--- src/rtl/ysyx_23060240_ifu_if.sv ---
// Fetch-unit bus bundle: PC-stage input, instruction-memory request/response,
// and the valid/ready instruction channel toward the core, plus flush.
// Ports: master = IFU side, slave = environment side (PC stage, memory, core).
// Latency/backpressure: none (pure wiring bundle).
interface ysyx_23060240_ifu_if;
  logic [31:0] pc_in;
  logic        pc_valid;
  logic        pc_ready;

  logic        mem_req_valid;
  logic [31:0] mem_req_addr;
  logic        mem_req_ready;
  logic        mem_resp_valid;
  logic [31:0] mem_resp_data;
  logic        mem_resp_err;

  logic        inst_valid;
  logic        inst_ready;
  logic [31:0] inst;
  logic [31:0] inst_pc;
  logic [1:0]  fault;

  logic        flush;

  modport master (
    input  pc_in, pc_valid,
    output pc_ready,
    output mem_req_valid, mem_req_addr,
    input  mem_req_ready, mem_resp_valid, mem_resp_data, mem_resp_err,
    output inst_valid, inst, inst_pc, fault,
    input  inst_ready, flush
  );

  modport slave (
    output pc_in, pc_valid,
    input  pc_ready,
    input  mem_req_valid, mem_req_addr,
    output mem_req_ready, mem_resp_valid, mem_resp_data, mem_resp_err,
    input  inst_valid, inst, inst_pc, fault,
    output inst_ready, flush
  );
endinterface

--- src/rtl/ysyx_23060240_ifu.sv ---
// Instruction fetch unit: one PC in, one memory request, one instruction out (with fault code).
// Latency: PC handshake to inst_valid >= 3 cycles (1 cycle for a misaligned PC); one fetch in flight.
// Backpressure: pc_ready only in IDLE; request held until mem_req_ready; result held until inst_ready.
// Ports: clk, rst (sync, active-high), bus (ysyx_23060240_ifu_if.master: pc_*, mem_req_*, mem_resp_*,
//        inst_*, fault, flush). All outputs come from registered state, gated only by flush/rst.
module ysyx_23060240_ifu #(
  parameter int TIMEOUT = 16  // WAIT cycles before a timeout fault, 1..255
) (
  input  logic                      clk,
  input  logic                      rst,
  ysyx_23060240_ifu_if.master       bus
);

  typedef enum logic [1:0] {IDLE, REQ, WAIT, HOLD} state_t;

  localparam logic [1:0] F_NONE     = 2'b00;
  localparam logic [1:0] F_MISALIGN = 2'b01;
  localparam logic [1:0] F_BUS      = 2'b10;
  localparam logic [1:0] F_TMO      = 2'b11;
  localparam logic [7:0] CNT_LAST   = 8'(TIMEOUT - 1);

  state_t      state_q, state_d;
  logic [31:0] pc_q;
  logic [31:0] inst_q;
  logic [1:0]  fault_q;
  logic [7:0]  cnt_q;
  logic        drop_q;

  logic        pc_fire;
  logic        req_fire;
  logic        pc_ld;
  logic        cap_ld;
  logic [31:0] inst_d;
  logic [1:0]  fault_d;
  logic        cnt_clr;
  logic        drop_set;

  // Output decode: registered state, with same-cycle gating by flush and rst.
  assign bus.pc_ready      = (state_q == IDLE) && !rst && !bus.flush;
  assign bus.mem_req_valid = (state_q == REQ) && !drop_q && !bus.flush && !rst;
  assign bus.mem_req_addr  = pc_q;
  assign bus.inst_valid    = (state_q == HOLD) && !bus.flush && !rst;
  assign bus.inst          = rst ? 32'h0 : inst_q;
  assign bus.inst_pc       = rst ? 32'h0 : pc_q;
  assign bus.fault         = rst ? F_NONE : fault_q;

  assign pc_fire  = bus.pc_valid && bus.pc_ready;
  assign req_fire = bus.mem_req_valid && bus.mem_req_ready;

  always_comb begin
    state_d  = state_q;
    pc_ld    = 1'b0;
    cap_ld   = 1'b0;
    inst_d   = 32'h0;
    fault_d  = F_NONE;
    cnt_clr  = 1'b0;
    drop_set = 1'b0;

    case (state_q)
      IDLE: begin
        if (pc_fire) begin
          pc_ld = 1'b1;
          if (bus.pc_in[1:0] != 2'b00) begin
            // Misaligned: report straight away, never touch memory.
            state_d = HOLD;
            cap_ld  = 1'b1;
            fault_d = F_MISALIGN;
          end else begin
            state_d = REQ;
          end
        end
      end
      REQ: begin
        if (req_fire) begin
          state_d = WAIT;
          cnt_clr = 1'b1;
        end
      end
      WAIT: begin
        // A response in the timeout cycle still wins over the timeout.
        if (bus.mem_resp_valid) begin
          state_d = HOLD;
          cap_ld  = 1'b1;
          inst_d  = bus.mem_resp_err ? 32'h0 : bus.mem_resp_data;
          fault_d = bus.mem_resp_err ? F_BUS : F_NONE;
        end else if (cnt_q == CNT_LAST) begin
          state_d  = HOLD;
          cap_ld   = 1'b1;
          fault_d  = F_TMO;
          drop_set = 1'b1;  // the response is still owed; swallow it later
        end
      end
      HOLD: begin
        if (bus.inst_ready) state_d = IDLE;
      end
      default: state_d = IDLE;
    endcase

    // Flush abandons whatever is in progress. A flushed WAIT leaves a stale
    // response outstanding unless that response is arriving right now.
    if (bus.flush) begin
      state_d  = IDLE;
      pc_ld    = 1'b0;
      cap_ld   = 1'b0;
      cnt_clr  = 1'b0;
      drop_set = (state_q == WAIT) && !bus.mem_resp_valid;
    end
  end

  always_ff @(posedge clk) begin
    if (rst) begin
      state_q <= IDLE;
      pc_q    <= 32'h0;
      inst_q  <= 32'h0;
      fault_q <= F_NONE;
      cnt_q   <= 8'h0;
      drop_q  <= 1'b0;
    end else begin
      state_q <= state_d;
      if (pc_ld) pc_q <= bus.pc_in;
      if (cap_ld) begin
        inst_q  <= inst_d;
        fault_q <= fault_d;
      end
      if (cnt_clr) cnt_q <= 8'h0;
      else if (state_q == WAIT) cnt_q <= cnt_q + 8'd1;
      // WAIT is only entered with drop clear, so set and clear never collide.
      if (drop_q && bus.mem_resp_valid) drop_q <= 1'b0;
      else if (drop_set) drop_q <= 1'b1;
    end
  end

endmodule
--- src/flat_wrapper.sv ---
// flat-port wrapper written by rule: the top's interface ports become plain ports
module ysyx_23060240_ifu_flat 
#(
  parameter int TIMEOUT = 16                                               
)
  (clk, rst, bus_pc_in, bus_pc_valid, bus_pc_ready, bus_mem_req_valid, bus_mem_req_addr, bus_mem_req_ready, bus_mem_resp_valid, bus_mem_resp_data, bus_mem_resp_err, bus_inst_valid, bus_inst, bus_inst_pc, bus_fault, bus_inst_ready, bus_flush);
  ysyx_23060240_ifu_if bus_i ();
  input  logic clk;
  input  logic rst;
  input wire logic [$bits(bus_i.pc_in)-1:0] bus_pc_in;
  input wire logic [$bits(bus_i.pc_valid)-1:0] bus_pc_valid;
  output wire logic [$bits(bus_i.pc_ready)-1:0] bus_pc_ready;
  output wire logic [$bits(bus_i.mem_req_valid)-1:0] bus_mem_req_valid;
  output wire logic [$bits(bus_i.mem_req_addr)-1:0] bus_mem_req_addr;
  input wire logic [$bits(bus_i.mem_req_ready)-1:0] bus_mem_req_ready;
  input wire logic [$bits(bus_i.mem_resp_valid)-1:0] bus_mem_resp_valid;
  input wire logic [$bits(bus_i.mem_resp_data)-1:0] bus_mem_resp_data;
  input wire logic [$bits(bus_i.mem_resp_err)-1:0] bus_mem_resp_err;
  output wire logic [$bits(bus_i.inst_valid)-1:0] bus_inst_valid;
  output wire logic [$bits(bus_i.inst)-1:0] bus_inst;
  output wire logic [$bits(bus_i.inst_pc)-1:0] bus_inst_pc;
  output wire logic [$bits(bus_i.fault)-1:0] bus_fault;
  input wire logic [$bits(bus_i.inst_ready)-1:0] bus_inst_ready;
  input wire logic [$bits(bus_i.flush)-1:0] bus_flush;
  assign bus_i.pc_in = bus_pc_in;
  assign bus_i.pc_valid = bus_pc_valid;
  assign bus_pc_ready = bus_i.pc_ready;
  assign bus_mem_req_valid = bus_i.mem_req_valid;
  assign bus_mem_req_addr = bus_i.mem_req_addr;
  assign bus_i.mem_req_ready = bus_mem_req_ready;
  assign bus_i.mem_resp_valid = bus_mem_resp_valid;
  assign bus_i.mem_resp_data = bus_mem_resp_data;
  assign bus_i.mem_resp_err = bus_mem_resp_err;
  assign bus_inst_valid = bus_i.inst_valid;
  assign bus_inst = bus_i.inst;
  assign bus_inst_pc = bus_i.inst_pc;
  assign bus_fault = bus_i.fault;
  assign bus_i.inst_ready = bus_inst_ready;
  assign bus_i.flush = bus_flush;
  ysyx_23060240_ifu #(.TIMEOUT(TIMEOUT)) u_core (.clk(clk), .rst(rst), .bus(bus_i));
endmodule
--- config.mk ---
export PLATFORM = sky130hd
export DESIGN_NAME = ysyx_23060240_ifu_flat
export DESIGN_NICKNAME = d
export VERILOG_FILES = /design/src/rtl/ysyx_23060240_ifu_if.sv /design/src/rtl/ysyx_23060240_ifu.sv /design/src/flat_wrapper.sv
export SDC_FILE = /design/constraint.sdc
export NUM_CORES = 1
export LEC_CHECK = 0
export CORE_ASPECT_RATIO = 1.5
export CORE_UTILIZATION = 37
export CTS_CLUSTER_SIZE = 8
export DETAILED_ROUTE_END_ITERATION = 10
export GPL_TIMING_DRIVEN = 0
export PLACE_DENSITY = 0.79
export REMOVE_ABC_BUFFERS = 1
export SYNTH_ARGS = -nofsm -noshare
export SYNTH_HDL_FRONTEND = slang
export SYNTH_SLANG_ARGS = --single-unit
--- constraint.sdc ---
create_clock -name clk -period 1.7 [get_ports clk]
set_input_delay 0.51 -clock clk [delete_from_list [all_inputs] [get_ports clk]]
set_output_delay 0.51 -clock clk [all_outputs]
set_load 0.01 [all_outputs]
==> metrics.md, run 1 <==
| Metric | Value |
|---|---|
| CP Launch Point | `u_core.state_q[1]$_SDFFE_PP0P_` |
| Yosys warns | `0` |
| Sequential fraction of the synthesis area | `0.426` |
| Fin nets | `724` |
| CTS tree | `built` |
| Synth Register Bits | `between 70 and 80` |
| Worst Skew | `7.26 ps` |
| Relative slew slack | `0.746` |
| Final wirelength | `14.7 mm` |
| Worst r2r src | `u_core.state_q[1]$_SDFFE_PP0P_` |
| Drt wl/cell | `just under 20 um` |
| Critical-path cell list | `inv_4 > ha_4 > nor3b_4 > buf_2` |
| Placed cell area | `0.00542 mm^2` |
| R2r setup slk | `-40 ps` |
| CP arrival | `1260 ps` |
| Leakage power | `0.00278 uW` |
| Commonest cells after routing, fill and taps aside | `a21oi_1, dfxtp_1, clkdlybuf4s50_1` |
| Worst Max-Slew Pin Slew | `380 ps` |
| DR DRC count | `0` |
| Die Y | `approximately 120 um` |
| Ant. Diodes | `0` |
| Layout cells sized above 1 | `0.290` |
| Final setup viols | `8` |
| Max_cap viols | `0` |
| DP HPWL | `about 7.5 mm` |
| CP Data Required Time | `1190 ps` |
| Area leader, netlist | `dfxtp_1` |
| Synth Area in Adders | `0.0207` |
| Initial DRT Pass Iterations | `4` |
| Vias in the first global route | `3872` |
| Tmin final | `between 1500 and 2000 ps` |
| Via Count | `4157` |
| Largest net degree at the start of global routing | `34` |
| Status | `complete, but fails checks` |
| Multiplexer area fraction after synthesis | `0.0117` |
| Xor-xnor portion of the synthesized cell area | `0.0145` |
| Initial antenna violation count | `0` |
| Crit-path slowest cell | `dfxtp_4` |
| Cell row count | `between 40 and 50` |
| Port Buffer Count | `about 170` |
| Post-synthesis average cell area | `8.12 um^2` |
| Category of the worst setup path launch point | `flip-flop` |
| Nature of the critical path endpoint | `primary output` |
| Setup WS pre-CTS | `-2000 ps` |
| Final worst-path cycle share | `1.04` |
| GP Congestion | `0.784` |
| Setup WS post-layout | `-74.5 ps` |
| RSZ-0062 raised after global routing | `yes` |
| IO Count | `173` |
| PD cells | `681 mW/mm^2` |
| DR iter-0 viols | `around 210` |
| Synth top area share | `0.426` |
| Clock-pin slew on the worst setup and hold paths | `60 ps` |
| Worst Setup EP | `bus_pc_ready` |
| Fin Setup TNS | `-238 ps` |
| Delay of the slowest critical-path stage | `360 ps` |
| Overflow after GRT | `0` |
| R2R depth | `8` |
| H-tree lvl count | `3` |
| Commonest non-fill, non-tap cell in the layout | `a21oi_1` |
| Synth cell types | `42` |
| Worst Hold Class | `reg -> reg` |
| Total global-route track usage | `0.257` |
| Failing checks | `setup timing` |
| Post-synthesis cell area | `about 0.0036 mm^2` |
| Layout Utilization | `0.700` |
| Post-route cell area | `0.00656 mm^2` |
| Final Max Tran Viols | `0` |
| Initial core utilization | `0.387` |
| Post-Syn Instances | `446` |
| Layout area overhead | `81.0%` |
| Full die area | `0.0102 mm^2` |
| Worst hold slack | `466 ps` |
| Worst flop-to-flop path endpoint | `u_core.bus.mem_req_addr[12]$_SDFFE_PP0P_` |
| Fmax | `0.564 GHz` |
| Area fraction in and, or, nand and nor cells after synthesis | `0.235` |
| DR vias/cell | `5.46` |
| VDD IR max | `0.000535 V` |
| Worst Path Max Fanout | `4` |
| Combinational family with the most area after synthesis | `simple AND/OR/NAND/NOR gates` |
| Max clock buf depth | `2` |
| Fraction of the mapped netlist area in compound gates | `0.233` |
| First-pass GRT wire length | `19.5 mm` |
| Fin. Hold Viols | `0` |
| # clock sinks | `77` |
| CTS Buf Count | `9` |
| CORE AREA | `~0.0094 mm^2` |
| Top post-synthesis cells by area | `dfxtp_1, a21oi_1, nor2b_1` |
| Routed Antenna Nets | `0` |
| Clock root buffer | `clkbuf_16` |
| Die X | `82.8 um` |
| Clock latency on the worst-skew pair | `330 ps` |
| WS Path Type | `reg -> out` |
==> power by group <==
group | switching [uW] | leakage (uW) | internal, uW
Combinational | 405 | 0.00202 | 437
Clock | 706 | 0.000134 | 1050
Sequential | 28.4 | 0.000625 | 1840
==> sequential cells by signal (all words and copies together), names as in the netlist <==
name                     flops
u_core.fault_q               2
u_core.cnt_q                 8
u_core.inst_q               32
u_core.state_q               2
u_core.bus.mem_req_addr     32
u_core.drop_q                1
==> metrics by stage <==
step	power, uW	std cells
4_1_cts	4380	749
2_1_floorplan	2110	410
3_3_place_gp	2480	694
3_5_place_dp	2510	699
6_report	4460	761
5_1_grt	4620	761
==> critical path, delay by kind of cell (launching register included) <==
family                     cells  cell delay (ps)
DFF                            1              360
buffers and inverters          2              240
and+or+nand+nor                1              180
adders and majority gates      1              140
==> Yosys cell counts <==
cell type	n
a2111oi_2	1
a211oi_1	32
a21boi_1	1
a21oi_1	99
a22oi_1	1
a32o_1	1
a41o_1	1
and2_1	1
and2b_1	1
and3_1	2
and4_1	1
buf_2	12
buf_6	2
clkbuf_1	20
clkbuf_8	2
dfxtp_1	77
ha_1	6
inv_1	8
mux2_2	2
mux2i_1	2
nand2_1	69
nand3_1	2
nand3_2	1
nand4_1	1
nor2_1	11
nor2_4	1
nor2b_1	65
nor3_1	3
nor3_4	1
nor3b_1	1
nor4_1	1
nor4bb_1	1
o211ai_1	1
o21a_1	1
o21ai_0	3
o21ai_1	2
o21ai_2	1
o32ai_1	1
or3_1	1
or4_4	1
xnor2_1	3
xor2_1	3
==> layer usage <==
metal,part of all wire,GRT usage
met3,0.059,0.0561
met1,0.36,0.269
met4,0.035,0.121
met2,0.55,0.473
met5,0,0
==> kinds of logic (layout without fill, tap and decap cells) <==
family	Yosys count	count (layout)
AO/OA/AOI/OAI	145	145
XOR/XNOR	6	6
adder cells (fa/ha/maj)	6	6
buffers and inverters	44	244
flip-flops	77	77
multiplexers	4	4
AND/OR/NAND/NOR	164	167
==> cell type report <==
| cell class | count | area [um^2] |
|---|---|---|
| inverters | 8 | 37.5 |
| multi-input cells | 328 | 2350 |
| clock inverters | 2 | 10.0 |
| well taps | 112 | 140 |
| flip-flops and latches | 77 | 1550 |
| clock buffers | 12 | 256 |
| repair buffers | 222 | 2210 |
| fillers | 685 | 2810 |
==> what timing repair did <==
action                     in CTS  in global routing
setup endpoints to repair     174                106
gates cloned                   10                  4
setup buffers                  26                 10
gates resized for setup       274                 73
pin swaps                      10                 21
hold buffers                    0                  0
==> how the worst min path moves through the flow <==
stage	startpoint	to	slack, ps	cells after the start
5_1_grt	u_core.bus.mem_req_addr[13]$_SDFFE_PP0P_	u_core.bus.mem_req_addr[13]$_SDFFE_PP0P_	490	2
3_5_place_dp	u_core.fault_q[0]$_SDFFE_PP0P_	u_core.fault_q[0]$_SDFFE_PP0P_	450	1
4_1_cts	u_core.fault_q[0]$_SDFFE_PP0P_	u_core.fault_q[0]$_SDFFE_PP0P_	470	1
6_report	u_core.fault_q[0]$_SDFFE_PP0P_	u_core.fault_q[0]$_SDFFE_PP0P_	470	1
2_1_floorplan	u_core.fault_q[0]$_SDFFE_PP0P_	u_core.fault_q[0]$_SDFFE_PP0P_	430	1
3_3_place_gp	u_core.fault_q[0]$_SDFFE_PP0P_	u_core.fault_q[0]$_SDFFE_PP0P_	450	1
(Power assumes the default switching activity.)
==> run 2, diff against run 1 <==
- PLACE_DENSITY: 0.79 -> 0.77
==> run 2 against run 1 <==
The flow still finishes with violations (setup timing); worst setup slack worse by 24 ps; critical path depth rose by 5; final area grew 1.2%; clock power up 14%; routed wire length fell by 3.3%; first-iteration DRC count rose by 1.9%; sequential power hardly changed; clock skew fell by 1.8 ps; non-clock buffer count increased by 3; hold slack improved by 0.82 ps; critical path type is now reg -> reg; critical endpoint is now u_core.inst_q[31]$_SDFFE_PP0P_; largest cell class unchanged.
==> metrics.md, run 2 (synthesis results as in run 1) <==
| Metric | Value |
|---|---|
| CP Data Required Time | `1940 ps (+750 ps)` |
| Category of the worst setup path launch point | `flip-flop` |
| DR iter-0 viols | `212 (+1.9%)` |
| Commonest non-fill, non-tap cell in the layout | `dfxtp_1` |
| Placed cell count | `699 (unchanged)` |
| Status | `complete, but fails checks` |
| # clock sinks | `77 (unchanged)` |
| Cell row count | `43 (unchanged)` |
| Post-route cell area | `0.00664 mm^2 (+1.2%)` |
| IO Count | `173 (unchanged)` |
| # hold bufs at CTS | `0 (unchanged)` |
| CTS Buf Count | `9 (unchanged)` |
| Fin Setup TNS | `-778 ps (-541 ps)` |
| Layout area overhead | `83.2%` |
| PD cells | `708 mW/mm^2 (+3.9%)` |
| Clock latency on the worst-skew pair | `330 ps (about the same)` |
| DR DRC count | `0 (unchanged)` |
| Final worst-path cycle share | `1.06 (+0.0140)` |
| Register area | `0.00155 mm^2 (about the same)` |
| Ant. Diodes | `0 (unchanged)` |
| Worst Hold Class | `reg -> reg` |
| Setup WS post-layout | `-98.3 ps (-23.8 ps)` |
| Worst Max-Slew Pin Slew | `490 ps (+110 ps)` |
| Layout cells sized above 1 | `0.310 (+0.0207)` |
| Multi-input gate area | `0.00236 mm^2 (+0.43%)` |
| Fmax | `0.556 GHz (-1.3%)` |
| Switching pwr | `1170 uW (+2.6%)` |
| VDD IR max | `0.000691 V (+29%)` |
| Setup WS pre-CTS | `-2060 ps (-61.9 ps)` |
| Initial DRT Pass Iterations | `7 (+3)` |
| Clock power frac | `0.424 (+0.031)` |
| Die X | `82.8 um (unchanged)` |
| Final wirelength | `14.2 mm (-3.3%)` |
| Vias in the first global route | `3933 (+1.6%)` |
| Commonest cells after routing, fill and taps aside | `dfxtp_1, a21oi_1, dlygate4sd2_1` |
| Final setup viols | `23 (+15)` |
| Tmin final | `1800 ps (+23.8 ps)` |
| Clock-pin slew on the worst setup and hold paths | `60 ps (about the same)` |
| Total global-route track usage | `0.258 (+0.00117)` |
| Fraction of power consumed by sequential logic | `0.397 (-0.022)` |
| Fin. Hold Viols | `0 (unchanged)` |
| Die Y | `123 um (unchanged)` |
| Routed Antenna Nets | `0 (unchanged)` |
| GP Congestion | `0.797 (+1.6%)` |
| Overflow after GRT | `0 (unchanged)` |
| Nature of the critical path endpoint | `flip-flop` |
| Via Count | `4203 (+1.1%)` |
| Drt wl/cell | `18.5 um (-4.0%)` |
| Filler Cell Count | `681 (-0.58%)` |
| Full die area | `0.0102 mm^2 (unchanged)` |
| Switching Share | `0.249 (-0.00621)` |
| Relative slew slack | `0.670 (-0.0761)` |
| Initial core utilization | `0.387 (unchanged)` |
| DR vias/cell | `5.49 (+0.45%)` |
| Fin nets | `727 (+0.41%)` |
| Largest net degree at the start of global routing | `39 (+15%)` |
| CTS tree | `built` |
| Port Buffer Count | `172 (unchanged)` |
| Clock root buffer | `clkbuf_16` |
| Max_cap viols | `0 (unchanged)` |
| Initial antenna violation count | `0 (unchanged)` |
| First-pass GRT wire length | `19.6 mm (+0.92%)` |
| H-tree lvl count | `3 (unchanged)` |
| RSZ-0062 raised after global routing | `yes` |
| Failing checks | `setup timing` |
| Combinational share of power | `0.179 (-0.010)` |
| Placed cell area | `0.00540 mm^2 (-0.39%)` |
| CP arrival | `2040 ps (+780 ps)` |
| Final cell count without fillers | `766 (+0.66%)` |
| Worst Path Max Fanout | `6 (+2)` |
| Leakage power | `0.00282 uW (+1.4%)` |
| DP HPWL | `7.52 mm (+0.10%)` |
| CORE AREA | `0.00936 mm^2 (unchanged)` |
| Worst Skew | `5.46 ps (-1.80 ps)` |
| Cell internal pwr | `3530 uW (+6.1%)` |
| WS Path Type | `reg -> reg` |
| Max clock buf depth | `2 (unchanged)` |
| Final Max Tran Viols | `0 (unchanged)` |
run 2: cell count changes in the layout (fill, tap and decap cells not counted), moves of 3 or more:
cell | before | now
nand2_2 | 4 | 1
nand2_4 | 1 | 4
nor2b_2 | 3 | 7
nand2_1 | 62 | 65
a21oi_1 | 84 | 72
a21oi_2 | 14 | 25
buf_6 | 13 | 10
dlygate4sd2_1 | 63 | 68
a211oi_2 | 25 | 31
a211oi_1 | 7 | 1
nand2_8 | 5 | 2
run 2: repair_timing:
action	CTS	global route
setup endpoints to repair	174	91
gates resized for setup	251	90
pin swaps	27	39
cloned	11	4
setup buffers	25	15
run 2: final timing paths:
kind,start,end,slack (ps),cells after the start
min reg2reg,u_core.bus.mem_req_addr[11]$_SDFFE_PP0P_,u_core.bus.mem_req_addr[11]$_SDFFE_PP0P_,470,2
min,u_core.bus.mem_req_addr[11]$_SDFFE_PP0P_,u_core.bus.mem_req_addr[11]$_SDFFE_PP0P_,470,2
max,u_core.state_q[0]$_SDFFE_PP0P_,u_core.inst_q[31]$_SDFFE_PP0P_,-100,9
max reg2reg,u_core.state_q[0]$_SDFFE_PP0P_,u_core.inst_q[31]$_SDFFE_PP0P_,-100,9
run 2: critical path: stages (launching register included):
cell and delay (ps):
dfxtp_4 360, inv_4 70, buf_6 100, ha_4 170, nand2_4 70, nor3_4 260
buf_12 190, buf_12 130, a21oi_1 100, a211oi_2 250
run 2: layout make-up:
| class | count | area share |
|---|---|---|
| Clock buffer | 13 | 0.0407 |
| Inverter | 8 | 0.00528 |
| Multi-Input combinational cell | 328 | 0.356 |
| Tap cell | 112 | 0.0211 |
| Timing Repair Buffer | 225 | 0.337 |
| Sequential cell | 77 | 0.233 |
| Clock inverter | 3 | 0.00641 |
run 2: power groups by stage:
stage	sequential (uW)	combinational (uW)	clock, uW
floorplan	1910	195	0
global placement	1900	572	0
detailed placement	1910	595	0
CTS	1870	717	2000
global route	1870	891	2110
finish	1870	840	1990
run 2: per-stage QoR:
stage               total power [uW]  utilization  hold slack, ps
global placement                2480        0.566             448
detailed placement              2500        0.577             458
floorplan                       2110            -             433
CTS                             4580        0.668             463
global route                    4870        0.709             482
finish                          4700        0.709             467
run 2: layer usage:
| metal | wire length, um | GRT usage | up-vias | share of wire |
|---|---|---|---|---|
| met5 | 0 | 0 | - | 0 |
| met4 | 544 | 0.117 | 0 | 0.038 |
| met3 | 718 | 0.0487 | 44 | 0.051 |
| met2 | 7690 | 0.472 | 185 | 0.54 |
| met1 | 5240 | 0.279 | 2019 | 0.37 |
| li1 | - | - | 1955 | - |
==> run 3, diff against run 2 <==
- HOLD_SLACK_MARGIN: default -> 0.08
==> results of run 3 <==
No change in the layout: final DEF, timing and power equal those of run 2.
